[config.mk]
export PLATFORM = sky130hd
export DESIGN_NAME = stream_demux
export DESIGN_NICKNAME = d
export VERILOG_FILES = /design/src/rtl/stream_demux.sv
export SDC_FILE = /design/constraint.sdc
export NUM_CORES = 1
export LEC_CHECK = 0
export BUFFER_PORTS_ARGS = -buffer_cell sky130_fd_sc_hd__buf_2
export CAP_MARGIN = 5
export CORE_MARGIN = 2
export CORE_UTILIZATION = 43
export CTS_BUF_LIST = sky130_fd_sc_hd__clkbuf_8 sky130_fd_sc_hd__clkbuf_16
export DETAILED_ROUTE_END_ITERATION = 8
export GPL_TIMING_DRIVEN = 0
export PLACE_DENSITY_LB_ADDON = 0.2
export SYNTH_ARGS = -nofsm -noshare
export SYNTH_HDL_FRONTEND = slang
export SYNTH_SLANG_ARGS = --single-unit
export TNS_END_PERCENT = 1
[constraint.sdc]
create_clock -name clk -period 3.9 [get_ports clk]
set_input_delay 0.39 -clock clk [delete_from_list [all_inputs] [get_ports clk]]
set_output_delay 0.39 -clock clk [all_outputs]
set_load 0.05 [all_outputs]
[src/rtl/stream_demux.sv]
// 1-to-N valid/ready stream demultiplexer. Each accepted word goes to the channel
// picked by in_sel (mode=0) or by a round-robin pointer (mode=1).

module stream_demux_chan #(
  parameter int W = 8
) (
  input  logic         clk,
  input  logic         rst,
  input  logic         load,
  input  logic [W-1:0] ld_data,
  input  logic         ready,
  output logic         valid,
  output logic [W-1:0] data
);
  // A load wins over a drain, so a drain+load in one cycle keeps valid high with no bubble
  always_ff @(posedge clk) begin
    if (rst) begin
      valid <= 1'b0;
      data  <= '0;
    end else if (load) begin
      valid <= 1'b1;
      data  <= ld_data;
    end else if (valid && ready) begin
      valid <= 1'b0;
    end
  end
endmodule

module stream_demux #(
  parameter int W    = 8,
  parameter int SELW = 2,
  parameter int N    = 2**SELW
) (
  input  logic            clk,
  input  logic            rst,
  input  logic            in_valid,
  output logic            in_ready,
  input  logic [W-1:0]    in_data,
  input  logic [SELW-1:0] in_sel,
  input  logic            mode,
  output logic [N-1:0]    out_valid,
  input  logic [N-1:0]    out_ready,
  output logic [N*W-1:0]  out_data,
  output logic [SELW-1:0] rr_ptr,
  output logic [15:0]     xfer_cnt
);
  logic [SELW-1:0]     tgt;
  logic                acc;
  logic [N-1:0]        load;
  logic [N-1:0][W-1:0] chan_data;

  // Readiness looks only at the targeted channel, so a stalled channel never blocks others
  assign tgt      = mode ? rr_ptr : in_sel;
  assign in_ready = ~out_valid[tgt] | out_ready[tgt];
  assign acc      = in_valid & in_ready;
  assign out_data = chan_data;

  for (genvar c = 0; c < N; c++) begin : g_chan
    assign load[c] = acc && (tgt == SELW'(c));
    stream_demux_chan #(.W(W)) u_chan (
      .clk     (clk),
      .rst     (rst),
      .load    (load[c]),
      .ld_data (in_data),
      .ready   (out_ready[c]),
      .valid   (out_valid[c]),
      .data    (chan_data[c])
    );
  end

  always_ff @(posedge clk) begin
    if (rst) begin
      rr_ptr   <= '0;
      xfer_cnt <= '0;
    end else if (acc) begin
      xfer_cnt <= xfer_cnt + 16'd1;
      if (mode) rr_ptr <= rr_ptr + SELW'(1);
    end
  end
endmodule

# Word-level counts from Yosys, hierarchy flattened
# Cells that the tools add are included.
# word_totals
register_bits	54
latchBits	0
mem_bits_rw	0
rom_bits	0
out_inout_bits	55
elab_cells	46
mem_count	0
# op_classes
addsub	2
multipliers	0
div	0
order_cmp	1
n_eq_ne	3
shift	0
muxes	13
bitwise	3
reduce_logical	14
# ops
cell	n
$add A16 B1 Y16 const B	1
$mux W1	10
$logic_and A1 B1 Y1	8
$reduce_bool A2 Y1	4
$bmux W1 S2	2
$eq A2 B2 Y1 const B	2
$lt A2 B3 Y1 const B	1
$add A2 B1 Y2 const B	1
$eq A2 B1 Y1 const B	1
$logic_not A2 Y1	1
$mux W2	1
$reduce_and A2 Y1	1
$and A1 B1 Y1	1
$not A1 Y1	1
$or A1 B1 Y1	1

# Logic depth before layout (Yosys ltp)
# Gate-level depths: netlist of the first run.
# depth
ltp_word	8
ltp_mapped	6
ltp_nobuf	5

# Modules after synthesis
# A second synthesis of the first run with hierarchy kept.
# unflattened
cells_unflattened	244
area_unflattened_um2	2288.4
# by_module_without_submodules
mod	n_inst	cells_per_inst	area_per_inst_um2
stream_demux_chan	4	30	321.6
stream_demux	1	124	1002.2

# Worst setup path before layout of the first run
# No wires, ideal clock.
# synth_path
kind	register to register
from	reg rr_ptr[1]
to	reg xfer_cnt[15]
setup_time_ps	121
arrival_time_ps	2289
t_required_ps	3779
slack_ps	1490
path_stages_with_launch	6
n_path_buf	1
path_cell_list	dfxtp_1 mux2i_1 mux4_2 buf_6 nor4_1 mux2_2
# synth_via
elab_chain_cells	6
word_cells_on_any_way	8
# synth_rtl
item	line_no	source
start: declaration	44	output logic [SELW-1:0] rr_ptr,
start signal: assignment	77	if (mode) rr_ptr <= rr_ptr + SELW'(1);
$mux W2 *	53	assign tgt = mode ? rr_ptr : in_sel;
$bmux W1 S2	54	assign in_ready = ~out_valid[tgt] | out_ready[tgt];
$mux W1 (not written as such)	54	
$not A1 Y1	54	
$or A1 B1 Y1 *	54	
$and A1 B1 Y1 *	55	assign acc = in_valid & in_ready;
end signal: assignment	76	xfer_cnt <= xfer_cnt + 16'd1;
end: declaration	45	output logic [15:0] xfer_cnt
# Every way passes the cells marked *; elsewhere a longest branch is shown, timed or not. The select of a mux whose other input is x is not followed.
# A chain may end at the register's enable or synchronous reset.

# Final worst setup path of the first run
# layout_path
from	reg rr_ptr[1]
to	out in_ready
# layout_via
elab_chain_cells	5
word_cells_on_any_way	7
# layout_rtl
item	line_no	source
$mux W2 *	53	
$bmux W1 S2	54	
$mux W1 (not written as such)	54	
$not A1 Y1	54	
$or A1 B1 Y1 *	54	
end: declaration	37	output logic in_ready,
# Marked as above.

==> qor.yml, run 1 <==
final_layout:
  layout.nets: 337
  fill_cells: 501
  area_delta_synth_final_pct: 24.0
  instances_no_fill: 388
  drive_gt1_share_pct: 29.2
  final_common_cell: "buf_2"
  num_antenna_cells: 0
  final_cell_mix: "buf_2, dfxtp_1, nor2_1"
global_route:
  grt_pass1_wl_um: 9120
  grt_max_degree: 17
  antenna_found_initial: 0
  grt_util_all_layers_pct: 19.1
  grt_pass1_vias: 1870
  grt_overflow: 0
clock_network:
  cts_max_level: 2
  cts.sinks: 54
  clockRootBuffer: "clkbuf_8"
  cts_hold_buf: 0
  clk_pin_slew_ns: 0.10
  clkLatencyLatePin_ns: 0.31
  clockBufferDepth: 2
  post_cts_resize_count: 0
  cts_tree: "built"
  numCtsBuffers: 5
  post_cts_buffers: 0
critical_path:
  crit_fanout: 10
  reg2regPathDepth: 5
  crit_required_ns: 3.51
  crit_chain: "mux2i_1, mux4_2, buf_6, inv_2, buf_2"
  crit_path_start_kind: "register"
  end_kind: "primary output"
  cpMaxStageDelayCell: "mux4_2"
  timing.critical_path.buf_inv: 3
  r2r_slack_ns: 1.50
  worstSetupPathType: "reg -> out"
  r2r_end: "xfer_cnt[5]"
  critical-path-top-delay-family: "multiplexers"
  r2r-start: "rr_ptr[1]"
  critPathMaxStageDelay_ns: 0.64
  cp.arrival_ns: 2.27
die:
  initial_utilization_pct: 44.6
  pin_count: 73
  row_count: 26
  coreArea_mm2: 0.00514
  die_w_um: 77.0
  die-area_mm2: 0.00593
  fp.dieH_um: 77.0
logic_synthesis:
  syn_area_mm2: 0.00229
  synth_warnings: 0
  synth_seq_cells: 54
  syn_inst: 240
  synth.distinct_cells: 27
  synth_nets: 259
  seq_area_frac_synth_pct: 47.2
  syn_area_per_cell_um2: 9.55
power_and_ir_drop:
  p_leak_uw: 0.00143
  cellPowerDensity_mw_per_mm2: 398
  p_int_uw: 810
  clkPwrFrac_pct: 32.8
  switchingPower_uw: 320
  share_comb_of_total_power_pct: 15.7
  switching_share_pct: 28.3
  seqPwrFrac_pct: 51.5
  ir_drop_v: 0.000196
timing:
  max_slew.worst_pin.slew_ns: 0.704
  finalMaxSlewViolations: 0
  grt_setup_unrepaired: "false"
  tns_ns: 0
  finalCritPeriodShare_pct: 68.3
  final_hold_viol_count: 0
  skew_ns: 0.00905
  clock.fmax_mhz: 376
  max_slew_margin_pct: 53.0
  setup_violations: 0
  min_period_ns: 2.66
hold_path:
  holdPathEnd: "g_chan[2].u_chan.data[2]"
  hp-class: "in -> reg"
  worstHoldStart: "in_data[2]"
  hold_depth: 3
flow_run:
  max_cap_violations: 0
drt:
  wl_per_cell_um: 14.0
  drtAntennaViolNets: 0
  viasPerCell: 5.13
  first_pass_iters: 4
  vias: 1989
  drtIter0Drc: 84
  routed_wl_um: 5420
  drc: 0
run_status:
  status: "finished clean"
placement:
  gp_congestion: 0.801
  dp_hpwl_um: 3930
  dp.cells: 381
  port_buffers: 71
## cells in the mapped netlist, drive strengths merged
cell / n / area (um2)
ha: 1 / 12.5
clkbuf: 13 / 48.8
or4: 9 / 67.6
mux2: 8 / 90.1
or3: 1 / 6.26
o21ai: 2 / 10.0
nand2: 4 / 15.0
and4: 2 / 17.5
o31a: 1 / 8.76
buf: 5 / 41.3
mux4: 1 / 22.5
a21oi: 14 / 70.1
o31ai: 7 / 52.6
and3: 1 / 6.26
dfxtp: 54 / 1080
nor2b: 11 / 68.8
nand2b: 4 / 25.0
nand4: 5 / 31.3
nand3: 10 / 50.1
and2: 1 / 6.26
nor2: 39 / 146
mux2i: 35 / 350
inv: 4 / 15.0
nor4: 6 / 37.5
nor3: 2 / 10.0
## cells by family (layout without fill, tap and decap cells)
group           count (synthesis)  after routing  synth area share, %
compound gates                 24             24                 6.17
fa+ha+maj                       1              1                0.546
buf+inv                        22            100                 4.59
flops                          54             54                 47.2
mux                            44             44                 20.2
simple gates                   95             95                 21.3
## worst min-delay path: cells and delay by family
kind	cells	cell delay [ns]
buf+inv	1	0.11
simple gates	1	0.07
mux	1	0.06
## per-layer routing
metal  routed length (um)  part of all wire, %  GRT usage (%)
met1                 2530                   47           25.2
met5                    0                    0              0
met2                 2410                   44           29.6
met4                   89                  1.6           6.96
met3                  392                  7.2           5.88
## state kept, by name, indices dropped and copies added, names as in the netlist
register             count
xfer_cnt                16
rr_ptr                   2
g_chan.u_chan.valid      4
g_chan.u_chan.data      32
## worst max path at each step
stage / start / end / slack, ns / depth (start not counted)
2_1_floorplan: rr_ptr[1] / xfer_cnt[15] / 1.49 / 5
5_1_grt: rr_ptr[1] / in_ready / 1.10 / 5
3_5_place_dp: mode / xfer_cnt[5] / 1.23 / 6
3_3_place_gp: mode / xfer_cnt[13] / 1.26 / 6
4_1_cts: rr_ptr[1] / in_ready / 1.22 / 5
6_report: rr_ptr[1] / in_ready / 1.24 / 5
## per-stage QoR
step                setup slack [ns]  total power (uW)  hold WS (ns)  utilization [%]  instance area [um2]
global route                    1.10              1180         0.368             55.3                 2840
finish                          1.24              1130         0.353             55.3                 2840
global placement                1.26               771         0.471             53.2                 2730
CTS                             1.22              1140         0.345             55.3                 2840
floorplan                       1.49               723         0.454                -                 2290
detailed placement              1.23               773         0.478             53.2                 2730
## power groups by stage
| stage | Combinational (uW) | Clock (uW) | Sequential (uW) |
|---|---|---|---|
| 2_1_floorplan | 73.5 | 0 | 650 |
| 3_3_place_gp | 177 | 0 | 594 |
| 3_5_place_dp | 178 | 0 | 595 |
| 4_1_cts | 179 | 382 | 582 |
| 5_1_grt | 191 | 399 | 585 |
| 6_report | 178 | 371 | 582 |
## final cells by class
class / instances / area (um2) / area share (%)
Clock buffer: 5 / 68.8 / 2.42
Inverter: 4 / 15.0 / 0.528
Clock inverter: 2 / 38.8 / 1.37
Timing Repair Buffer: 71 / 355 / 12.5
Sequential cell: 54 / 1080 / 38.0
Tap cell: 70 / 87.6 / 3.08
Multi-Input combinational cell: 164 / 1100 / 38.9
Buffer: 18 / 90.1 / 3.17
(Power assumes the default switching activity.)
==> run 2, diff against run 1 <==
clock period = 2.5 ns   (was 3.9 ns; I/O delays follow)
==> run 2 against run 1 <==
  * Sequential cell count unchanged
  * Worst setup slack worse by 1.0 ns
  * Design area up 0.44%
  * Wire length up 0.41%
  * Core utilization up 0.24 points
  * Combinational power up 57%
==> qor.yml, run 2 (synthesized netlist as in run 1, its figures left out) <==
run_status:
  status: "finished clean"
clock_network:
  cts_max_level: 2
  cts_tree: "built"
  cts.sinks: 54
  post_cts_buffers: 0
  clk_pin_slew_ns: 0.10
  clockRootBuffer: "clkbuf_8"
  clkLatencyLatePin_ns: 0.31
  numCtsBuffers: 5
  clockBufferDepth: 2
critical_path:
  cp.arrival_ns: 2.06
  crit_path_start_kind: "register"
  r2r-start: "rr_ptr[1]"
  reg2regPathDepth: 5
  r2r_slack_ns: 0.32
  crit_fanout: 10
  r2r_end: "xfer_cnt[5]"
  crit_required_ns: 2.25
  worstSetupPathType: "reg -> out"
  end_kind: "primary output"
die:
  coreArea_mm2: 0.00514
  pin_count: 73
  die-area_mm2: 0.00593
  initial_utilization_pct: 44.6
  die_w_um: 77.0
  fp.dieH_um: 77.0
  row_count: 26
final_layout:
  register_area_mm2: 0.00108
  regMostFlops: "g_chan.u_chan.data"
  multi_input_area_mm2: 0.00112
  largestRegisters: "g_chan.u_chan.data x32, xfer_cnt x16, g_chan.u_chan.valid x4"
  fill_cells: 501
  instances_no_fill: 388
  largest_register_ffs: 32
  final_common_cell: "buf_2"
  final_cell_mix: "buf_2, dfxtp_1, nor2_1"
  layout.nets: 337
  drive_gt1_share_pct: 29.6
  area_delta_synth_final_pct: 24.6
  num_antenna_cells: 0
hold_path:
  hp-class: "in -> reg"
  worstHoldStart: "in_data[2]"
  hold_depth: 3
  holdPathEnd: "g_chan[2].u_chan.data[2]"
global_route:
  grt_overflow: 0
  antenna_found_initial: 0
  grt_pass1_wl_um: 9120
  grt_pass1_vias: 1863
  grt_util_all_layers_pct: 19.2
  grt_max_degree: 17
power_and_ir_drop:
  cellPowerDensity_mw_per_mm2: 619
  share_comb_of_total_power_pct: 15.8
  p_int_uw: 1270
  switching_share_pct: 28.4
  ir_drop_v: 0.000306
  p_total_uw: 1770
  seqPwrFrac_pct: 51.4
  p_leak_uw: 0.00143
  switchingPower_uw: 502
  clkPwrFrac_pct: 32.9
timing:
  final_hold_viol_count: 0
  finalCritPeriodShare_pct: 92.3
  max_slew.worst_pin.slew_ns: 0.705
  min_period_ns: 2.31
  clock.fmax_mhz: 434
  finalMaxSlewViolations: 0
  grt_setup_unrepaired: "false"
  setup_violations: 0
  skew_ns: 0.00658
  max_slew_margin_pct: 53.0
placement:
  dp_hpwl_um: 3930
  port_buffers: 71
  dp.cells: 381
  gp_congestion: 0.801
drt:
  first_pass_iters: 4
  drtIter0Drc: 96
  top_layer: "met4"
  vias: 1995
  viasPerCell: 5.14
  met1Wirelength_um: 2440
  drc: 0
  routed_wl_um: 5440
  wl_met3_um: 444
  wl_per_cell_um: 14.0
  drtAntennaViolNets: 0
  wl_met2_um: 2460
flow_run:
  max_cap_violations: 0
==> run 2: cell type report <==
class / instances / share of cell area [%]
Timing Repair Buffer: 71 / 12.5
Clock inverter: 2 / 1.36
Inverter: 4 / 0.526
Tap cell: 70 / 3.07
Multi-Input combinational cell: 164 / 39.1
Buffer: 18 / 3.16
Clock buffer: 5 / 2.41
Sequential cell: 54 / 37.9
==> run 2: layer usage <==
metal	track usage (%)	up-vias
met1	25.5	922
met2	29.4	61
met4	6.96	0
li1	-	1000
met3	5.88	12
met5	0	-
==> run 2: worst max path at each step <==
stage,end,cells after the start,start
after floorplan,xfer_cnt[15],5,rr_ptr[1]
after global placement,xfer_cnt[13],6,mode
after detailed placement,xfer_cnt[5],6,mode
after CTS,in_ready,5,rr_ptr[1]
after global routing,in_ready,5,rr_ptr[1]
final,in_ready,5,rr_ptr[1]
==> run 2: through the flow <==
stage / setup slack, ns / instance area [um2] / utilization (%) / hold WS, ns / TNS (ns)
global placement: 0.00292 / 2730 / 53.2 / 0.471 / 0
CTS: 0.0609 / 2850 / 55.4 / 0.205 / 0
global route: 0.107 / 2850 / 55.5 / 0.228 / 0
finish: 0.194 / 2850 / 55.5 / 0.214 / 0
floorplan: 0.0904 / 2290 / - / 0.394 / 0
detailed placement: -0.0323 / 2730 / 53.2 / 0.478 / -0.0581
==> run 2: worst max-delay path, cell delays in order (launching register included) <==
cell and delay (ns):
dfxtp_1 0.37, mux2i_4 0.24, mux4_2 0.60, buf_6 0.17, inv_2 0.10, buf_2 0.27
==> run 2: power groups by stage <==
stage / combinational, uW / clock, uW / sequential (uW)
after floorplan: 115 / 0 / 1010
after global placement: 275 / 0 / 927
after detailed placement: 278 / 0 / 928
after CTS: 279 / 596 / 908
after global routing: 300 / 623 / 913
final: 279 / 581 / 908
==> run 2: what timing repair did <==
item | in CTS | in global routing
hold buffers | 0 | 0
pin swaps | 0 | 0
resized for setup | 1 | 1
endpoints found under the hold margin | 0 | 0
endpoints found under the setup margin | 1 | 1
